`config.mk`:
```
export PLATFORM = sky130hd
export DESIGN_NAME = issue_queue_flush_index_returner
export DESIGN_NICKNAME = d
export VERILOG_FILES = /design/src/rtl/issue_queue_flush_index_returner.sv
export SDC_FILE = /design/constraint.sdc
export NUM_CORES = 1
export LEC_CHECK = 0
export BUFFER_PORTS_ARGS = -buffer_cell sky130_fd_sc_hd__buf_2
export CORE_MARGIN = 2
export CORE_UTILIZATION = 54
export CTS_CLUSTER_DIAMETER = 30
export DETAILED_ROUTE_END_ITERATION = 6
export PLACE_DENSITY = 0.92
export SYNTH_ARGS = -nofsm -noshare
export SYNTH_HDL_FRONTEND = slang
export SYNTH_SLANG_ARGS = --single-unit
```
`constraint.sdc`:
```
create_clock -name clk -period 3.6 [get_ports clk]
set_clock_uncertainty 0.05 [all_clocks]
set_input_delay 0.18 -clock clk [delete_from_list [all_inputs] [get_ports clk]]
set_output_delay 0.18 -clock clk [all_outputs]
set_load 0.05 [all_outputs]
```
`src/rtl/issue_queue_flush_index_returner.sv`:
```
// Hands issue-queue entry indices freed by a selective flush back to the free list,
// RETURN_WIDTH slots per accepted cycle, walking fixed ascending slot groups.
module issue_queue_flush_index_returner #(
  parameter int ENTRY_NUM    = 16,
  parameter int RETURN_WIDTH = 2,
  parameter int INDEX_WIDTH  = $clog2(ENTRY_NUM),
  parameter int GROUP_NUM    = (ENTRY_NUM - 1) / RETURN_WIDTH + 1
) (
  input  logic                                clk,
  input  logic                                rstN,
  input  logic                                flushReq,
  input  logic [ENTRY_NUM-1:0]                flushMask,
  input  logic                                retReady,
  output logic                                busy,
  output logic [RETURN_WIDTH-1:0]             retValid,
  output logic [RETURN_WIDTH*INDEX_WIDTH-1:0] retIndex,
  output logic                                done,
  output logic [INDEX_WIDTH:0]                returnedCount
);

  localparam int SLOT_NUM = GROUP_NUM * RETURN_WIDTH;
  localparam int SLOT_W   = $clog2(SLOT_NUM + 1);
  localparam int CUR_W    = (GROUP_NUM > 1) ? $clog2(GROUP_NUM) : 1;

  typedef enum logic [1:0] {
    S_IDLE = 2'd0,
    S_SCAN = 2'd1,
    S_DONE = 2'd2
  } state_t;

  state_t                   r_state;
  state_t                   w_state_next;
  logic [ENTRY_NUM-1:0]     r_mask;
  logic [CUR_W-1:0]         r_cursor;
  logic [INDEX_WIDTH:0]     r_count;

  logic                     w_in_scan;
  logic                     w_accept;
  logic                     w_last_group;
  logic [SLOT_NUM-1:0]      w_mask_pad;
  logic [RETURN_WIDTH-1:0]  w_groups [GROUP_NUM];
  logic [RETURN_WIDTH-1:0]  w_valid;
  logic [INDEX_WIDTH:0]     w_pop;

  assign w_in_scan    = (r_state == S_SCAN);
  assign w_accept     = w_in_scan && retReady;
  assign w_last_group = (r_cursor == CUR_W'(GROUP_NUM - 1));

  // Pad the mask out to whole groups so slots past the last entry read as released=0.
  always_comb begin
    w_mask_pad                  = '0;
    w_mask_pad[ENTRY_NUM-1:0]   = r_mask;
  end

  genvar gi;
  generate
    for (gi = 0; gi < GROUP_NUM; gi++) begin : g_group
      assign w_groups[gi] = w_mask_pad[gi*RETURN_WIDTH +: RETURN_WIDTH];
    end

    for (gi = 0; gi < RETURN_WIDTH; gi++) begin : g_port
      logic [SLOT_W-1:0] w_slot;
      logic              w_in_range;
      assign w_slot     = SLOT_W'(r_cursor) * SLOT_W'(RETURN_WIDTH) + SLOT_W'(gi);
      assign w_in_range = (w_slot < SLOT_W'(ENTRY_NUM));
      assign w_valid[gi] = w_in_scan && w_groups[r_cursor][gi];
      assign retIndex[gi*INDEX_WIDTH +: INDEX_WIDTH] =
        (w_in_scan && w_in_range) ? w_slot[INDEX_WIDTH-1:0] : '0;
    end
  endgenerate

  always_comb begin
    w_pop = '0;
    for (int k = 0; k < RETURN_WIDTH; k++) begin
      w_pop = w_pop + (INDEX_WIDTH + 1)'(w_valid[k]);
    end
  end

  always_comb begin
    w_state_next = r_state;
    case (r_state)
      S_IDLE:  if (flushReq) w_state_next = S_SCAN;
      S_SCAN:  if (w_accept && w_last_group) w_state_next = S_DONE;
      S_DONE:  w_state_next = S_IDLE;
      default: w_state_next = S_IDLE;
    endcase
  end

  always_ff @(posedge clk) begin
    if (!rstN) begin
      r_state <= S_IDLE;
    end else begin
      r_state <= w_state_next;
    end
  end

  // Mask is only captured from IDLE, so a request during SCAN/DONE cannot disturb it.
  always_ff @(posedge clk) begin
    if (!rstN) begin
      r_mask   <= '0;
      r_cursor <= '0;
      r_count  <= '0;
    end else if (r_state == S_IDLE) begin
      if (flushReq) begin
        r_mask   <= flushMask;
        r_cursor <= '0;
        r_count  <= '0;
      end
    end else if (w_accept) begin
      r_count <= r_count + w_pop;
      if (!w_last_group) begin
        r_cursor <= r_cursor + CUR_W'(1);
      end
    end
  end

  assign busy          = (r_state != S_IDLE);
  assign done          = (r_state == S_DONE);
  assign retValid      = w_valid;
  assign returnedCount = r_count;

endmodule

```
* After elaboration in Yosys (flattened, before gate mapping)
Index checks and enable logic that the tools add are counted.
Word-level totals: register bits after elaboration 26, input port bits 20, output and inout port bits 17, logic and storage cells 46
Cells by class: add/subtract/negate cells 4, order comparisons 3, eq/ne operators 6, multiplexer cells 15, bitwise gates (word level) 1, reductions and logical operators 13
Operator list (number):
- 2-to-1 mux 5 bit | 3
- 2-to-1 mux 3 bit | 4
- 2-to-1 mux 2 bit | 4
- 2-to-1 mux 4 bit | 2
- binary-select mux 2 bit (select 3 bit) | 1
- logical AND 1 bit | 6
- AND reduction 2 bit | 3
- adder 4 x 1 -> 5 bit (second input constant) | 1
- adder 5 x 2 -> 5 bit | 1
- < comparator 4 x 5 -> 1 bit (second input constant) | 1
- < comparator 5 bit (second input constant) | 1
- greater-or-equal comparator 4 bit (second input constant) | 1
- inequality test 2 x 1 -> 1 bit (second input constant) | 2
- NOT 3 -> 4 bit | 1
- case mux 2 bit (2 select lines) | 1
- nonzero test 2 bit | 2
- adder 3 x 1 -> 3 bit (second input constant) | 1
- equality test 3 bit (second input constant) | 1
- AND reduction 3 bit | 1
- adder 1 x 1 -> 2 bit | 1
- equality test 2 x 1 -> 1 bit (second input constant) | 1
- equality test 2 bit (second input constant) | 1
- zero test 2 bit | 1
- inequality test 2 bit (second input constant) | 1

* Logic depth before layout (Yosys ltp)
depth after elaboration 9, depth in mapped cells 9, depth with buffers taken out 8

* Worst setup path before layout
OpenSTA, ideal clock, no wires.
path kind reg2reg, start point register r_cursor[1], end point register r_count[4] (netlist: returnedCount[4]), setup time 0.086 ns, data arrival time 2.746 ns, data required time 3.464 ns, setup slack 0.719 ns, stages on the path, launching flop included 10, path buffers 1, period minus slack after synthesis 2.881 ns, cells stage by stage dfxtp_1 buf_2 mux4_2 mux2i_1 nor2_1 fa_1 ha_1 nand2_1 or4_1 a211oi_1
Between the ends: longest elaborated chain between the ends 9, elaborated cells between the ends (all ways) 10, classes of those cells add/sub (2); mux (5); bitwise (1); reduce/logical (2)
RTL lines:
- from (decl) | line 34 | logic [CUR_W-1:0] r_cursor;
- from (signal assigned) | line 112 | r_cursor <= r_cursor + CUR_W'(1);
- NOT 3 -> 4 bit (not written as such) | line 66 | assign w_valid[gi] = w_in_scan && w_groups[r_cursor][gi];
- binary-select mux 2 bit (select 3 bit) | line 66
- 2-to-1 mux 2 bit (not written as such) (2 in series) | line 66
- logical AND 1 bit | line 66
- named net retValid[0] | line 15 | output logic [RETURN_WIDTH-1:0] retValid,
- adder 1 x 1 -> 2 bit | line 75 | w_pop = w_pop + (INDEX_WIDTH + 1)'(w_valid[k]);
- adder 5 x 2 -> 5 bit | line 110 | r_count <= r_count + w_pop;
- 2-to-1 mux 5 bit | line 109 | end else if (w_accept) begin
- 2-to-1 mux 5 bit | line 103 | end else if (r_state == S_IDLE) begin
- to (signal assigned) | line 110
- to (decl) | line 35 | logic [INDEX_WIDTH:0] r_count;
The timed path passes the listed nets, and every way through them passes these cells. The select of a mux whose other input is x is not followed. A chain may end at the register's enable or synchronous reset.

* Final worst setup path
start point register r_cursor[1], end point register r_count[2] (netlist: returnedCount[2])
Between the ends: longest elaborated chain between the ends 9, elaborated cells between the ends (all ways) 10, classes of those cells add/sub (2); mux (5); bitwise (1); reduce/logical (2)
RTL lines (line):
- NOT 3 -> 4 bit (not written as such) (*) | 66
- binary-select mux 2 bit (select 3 bit) (*) | 66
- 2-to-1 mux 2 bit (not written as such) (*) (2 in series) | 66
- logical AND 1 bit | 66
- adder 1 x 1 -> 2 bit (*) | 75
- adder 5 x 2 -> 5 bit (*) | 110
- 2-to-1 mux 5 bit (*) | 109
- 2-to-1 mux 5 bit (*) | 103
Every way passes the cells marked *; elsewhere a longest branch is shown, timed or not. The select of a mux whose other input is x is not followed.

==> metrics.cfg <==
[drt]
ant_nets = 0
vias = 1137
drt_wl_total_um = 2727
wl_per_cell_um = 13.17
wirelength_met1_um = 1201
drc = 0
drt-initial-drc-count = 29
met2RoutedLength_um = 1319
firstDrtPassIters = 4
met3_wirelength_um = 125
highest_layer = met4
via_per_inst = 5.493

[setup_path]
endpoint_kind = flip-flop
path_cells = mux4_2 > mux2i_1 > nor2_1 > fa_1 > ha_1 > nand4b_1 > xor2_1 > nor3_1
path_buf_inv = 0
critPathMaxFanout = 8
required_ns = 3.73
crit_arrival_ns = 2.70
slowest_stage = dfxtp_1
max_stage_delay_ns = 0.59
startpoint_type = flip-flop
critical_path_class = reg -> reg
crit_family = multiplexers

[floorplan]
die_h_um = 52.93
die-area_sq_um = 2801
start_util = 0.5787
fp.dieW_um = 52.93
rows = 17
design.core.area_sq_um = 2233
pin_count = 37

[power_and_ir_drop]
switching_share = 0.2727
combPwrFrac = 0.139
p_seq_frac = 0.579
leakage_uw = 0.0006185
clock_power_share = 0.281
irDropWorstVdd_uv = 355.4
p_int_uw = 388.8
p_total_uw = 534.6
powerDensity_nw_per_um2 = 366.1
p_sw_uw = 145.8

[synth]
syn_area_per_cell_sq_um = 8.339
syn_inst = 155
synth_area_leader_cell = dfxtp_1
yosys-top-cells-area = dfxtp_1, nand2_1, a21oi_1, mux4_2, buf_4
synth-async-reset-ratio = 0
synthesis.nets = 179
syn_area_sq_um = 1292
synth_seq_cells = 26
synth_top_area_frac = 0.4027
ys_seq_area_frac = 0.4027
synth_ff_type = dfxtp_1
synth_edf_count = 0
yosysWarnings = 0
synth_cell_types = 32

[sta]
max_slew_margin = 0.2601
setup_slack_ns = 1.033
rsz0062_at_grt = false
tightest_slew_ns = 1.105
layout_min_cycle_time_ns = 2.567
tns_ns = 0
hold_violations = 0
drv_slew = 0
setup_viol = 0
fin_crit_sh = 0.7129
timing.fmax_ghz = 0.3896

[cells_and_area]
regArea_sq_um = 520.5
multi_input_area_sq_um = 681.9
fillerInstances = 192
final_common_cell = nand2_1
final_net_count = 204
area_growth_pct = 12.97
final_cell_mix = nand2_1, buf_2, dfxtp_1, a21oi_1, nand3_1
diodes = 0
drive_gt1_frac = 0.2514

[placed_design]
hpwl_um = 1976
post-place-ws_ns = 1.059
place_congestion = 0.7960
port_buffers = 35

[global_route]
grt_usage = 0.2343
grt_max_degree = 25
grt_pass1_wl_um = 4733
first_global_vias = 1083
gr-total-overflow = 0
antenna_found_initial = 0

[cts]
clockRootBuffer = clkbuf_4
cts_hold_buf = 0
cts_setup_buffers = 0
clock_latency_ns = 0.33
numCtsBuffers = 3
cts_tree = done
htree_levels = 1
cts_sinks = 26
cts_buffer_depth = 2
cts.clk_slew.worst_paths_ns = 0.14
cts_resized = 0

[outcome]
status = complete, no violations

[run]
maxCapViolCount = 0

[worst_hold_path]
hp-class = in -> reg

worst register-to-register path: cells and delay by family, from the launching register on:
kind	cells	cell delay (ns)
adder cells (fa/ha/maj)	2	0.66
multiplexers	2	0.70
XOR/XNOR	1	0.16
AND/OR/NAND/NOR	3	0.26
flip-flops	1	0.59
cell families (layout without fill, tap and decap cells):
family	count (synthesis)	after routing	synth area share
compound gates	27	27	0.1152
xor+xnor	1	1	0.006778
fa+ha+maj	4	4	0.04453
buf+inv	18	42	0.07356
flops	26	26	0.4027
mux	8	8	0.1007
other cells	1	1	0.002901
simple gates	70	70	0.2536
metrics by stage:
| stage | cell area [sq um] | hold WS [ns] | util | instances |
|---|---|---|---|---|
| after floorplan | 1292 | 0.2515 | - | 155 |
| after global placement | 1424 | 0.3703 | 0.6375 | 203 |
| after detailed placement | 1424 | 0.3773 | 0.6375 | 203 |
| after CTS | 1460 | 0.01843 | 0.6538 | 207 |
| after global routing | 1460 | 0.02451 | 0.6538 | 207 |
| final | 1460 | 0.01997 | 0.6538 | 207 |
final timing paths:
path                       from          endpoint  slack, ns  depth (start not counted)
hold / removal    flushMask[14]        r_mask[14]       0.02                          3
setup / recovery    r_cursor[1]  returnedCount[2]       1.03                          8
hold reg to reg       r_mask[0]         r_mask[0]       0.42                          2
setup reg to reg    r_cursor[1]  returnedCount[2]       1.03                          8
layout make-up:
class,count,area share
clock buffer,4,0.02485
inverter,3,0.007712
multi-input combinational,111,0.4670
sequential,26,0.3565
tap,28,0.02399
timing repair buffer,35,0.1200
power groups by stage:
stage | Combinational (uW) | Clock (uW) | Sequential (uW)
3_5_place_dp | 73.9 | 0 | 316
6_report | 74.4 | 150 | 310
4_1_cts | 74.9 | 149 | 309
2_1_floorplan | 59.4 | 0 | 311
5_1_grt | 84.0 | 159 | 311
3_3_place_gp | 71.8 | 0 | 315
synthesized netlist by cell type (all sizes together), types with 2 or more instances:
library cell  count
a211oi            2
a21oi            20
a31oi             2
and2              3
buf              11
clkbuf            4
dfxtp            26
ha                3
inv               2
mux2i             4
mux4              4
nand2            40
nand2b            3
nand3             8
nand3b            2
nor2              5
o31ai             2
or4               2
flip-flops by register name (all words and copies together) (netlist names):
signal,cells
r_cursor,3
r_state,2
returnedCount,5
r_mask,16
routing by layer:
| metal | GRT usage | vias up |
|---|---|---|
| met4 | 0.1068 | 0 |
| met5 | 0 | - |
| li1 | - | 570 |
| met2 | 0.3792 | 35 |
| met3 | 0.03672 | 11 |
| met1 | 0.3073 | 521 |
No activity file was read; power rests on OpenSTA's default activity.
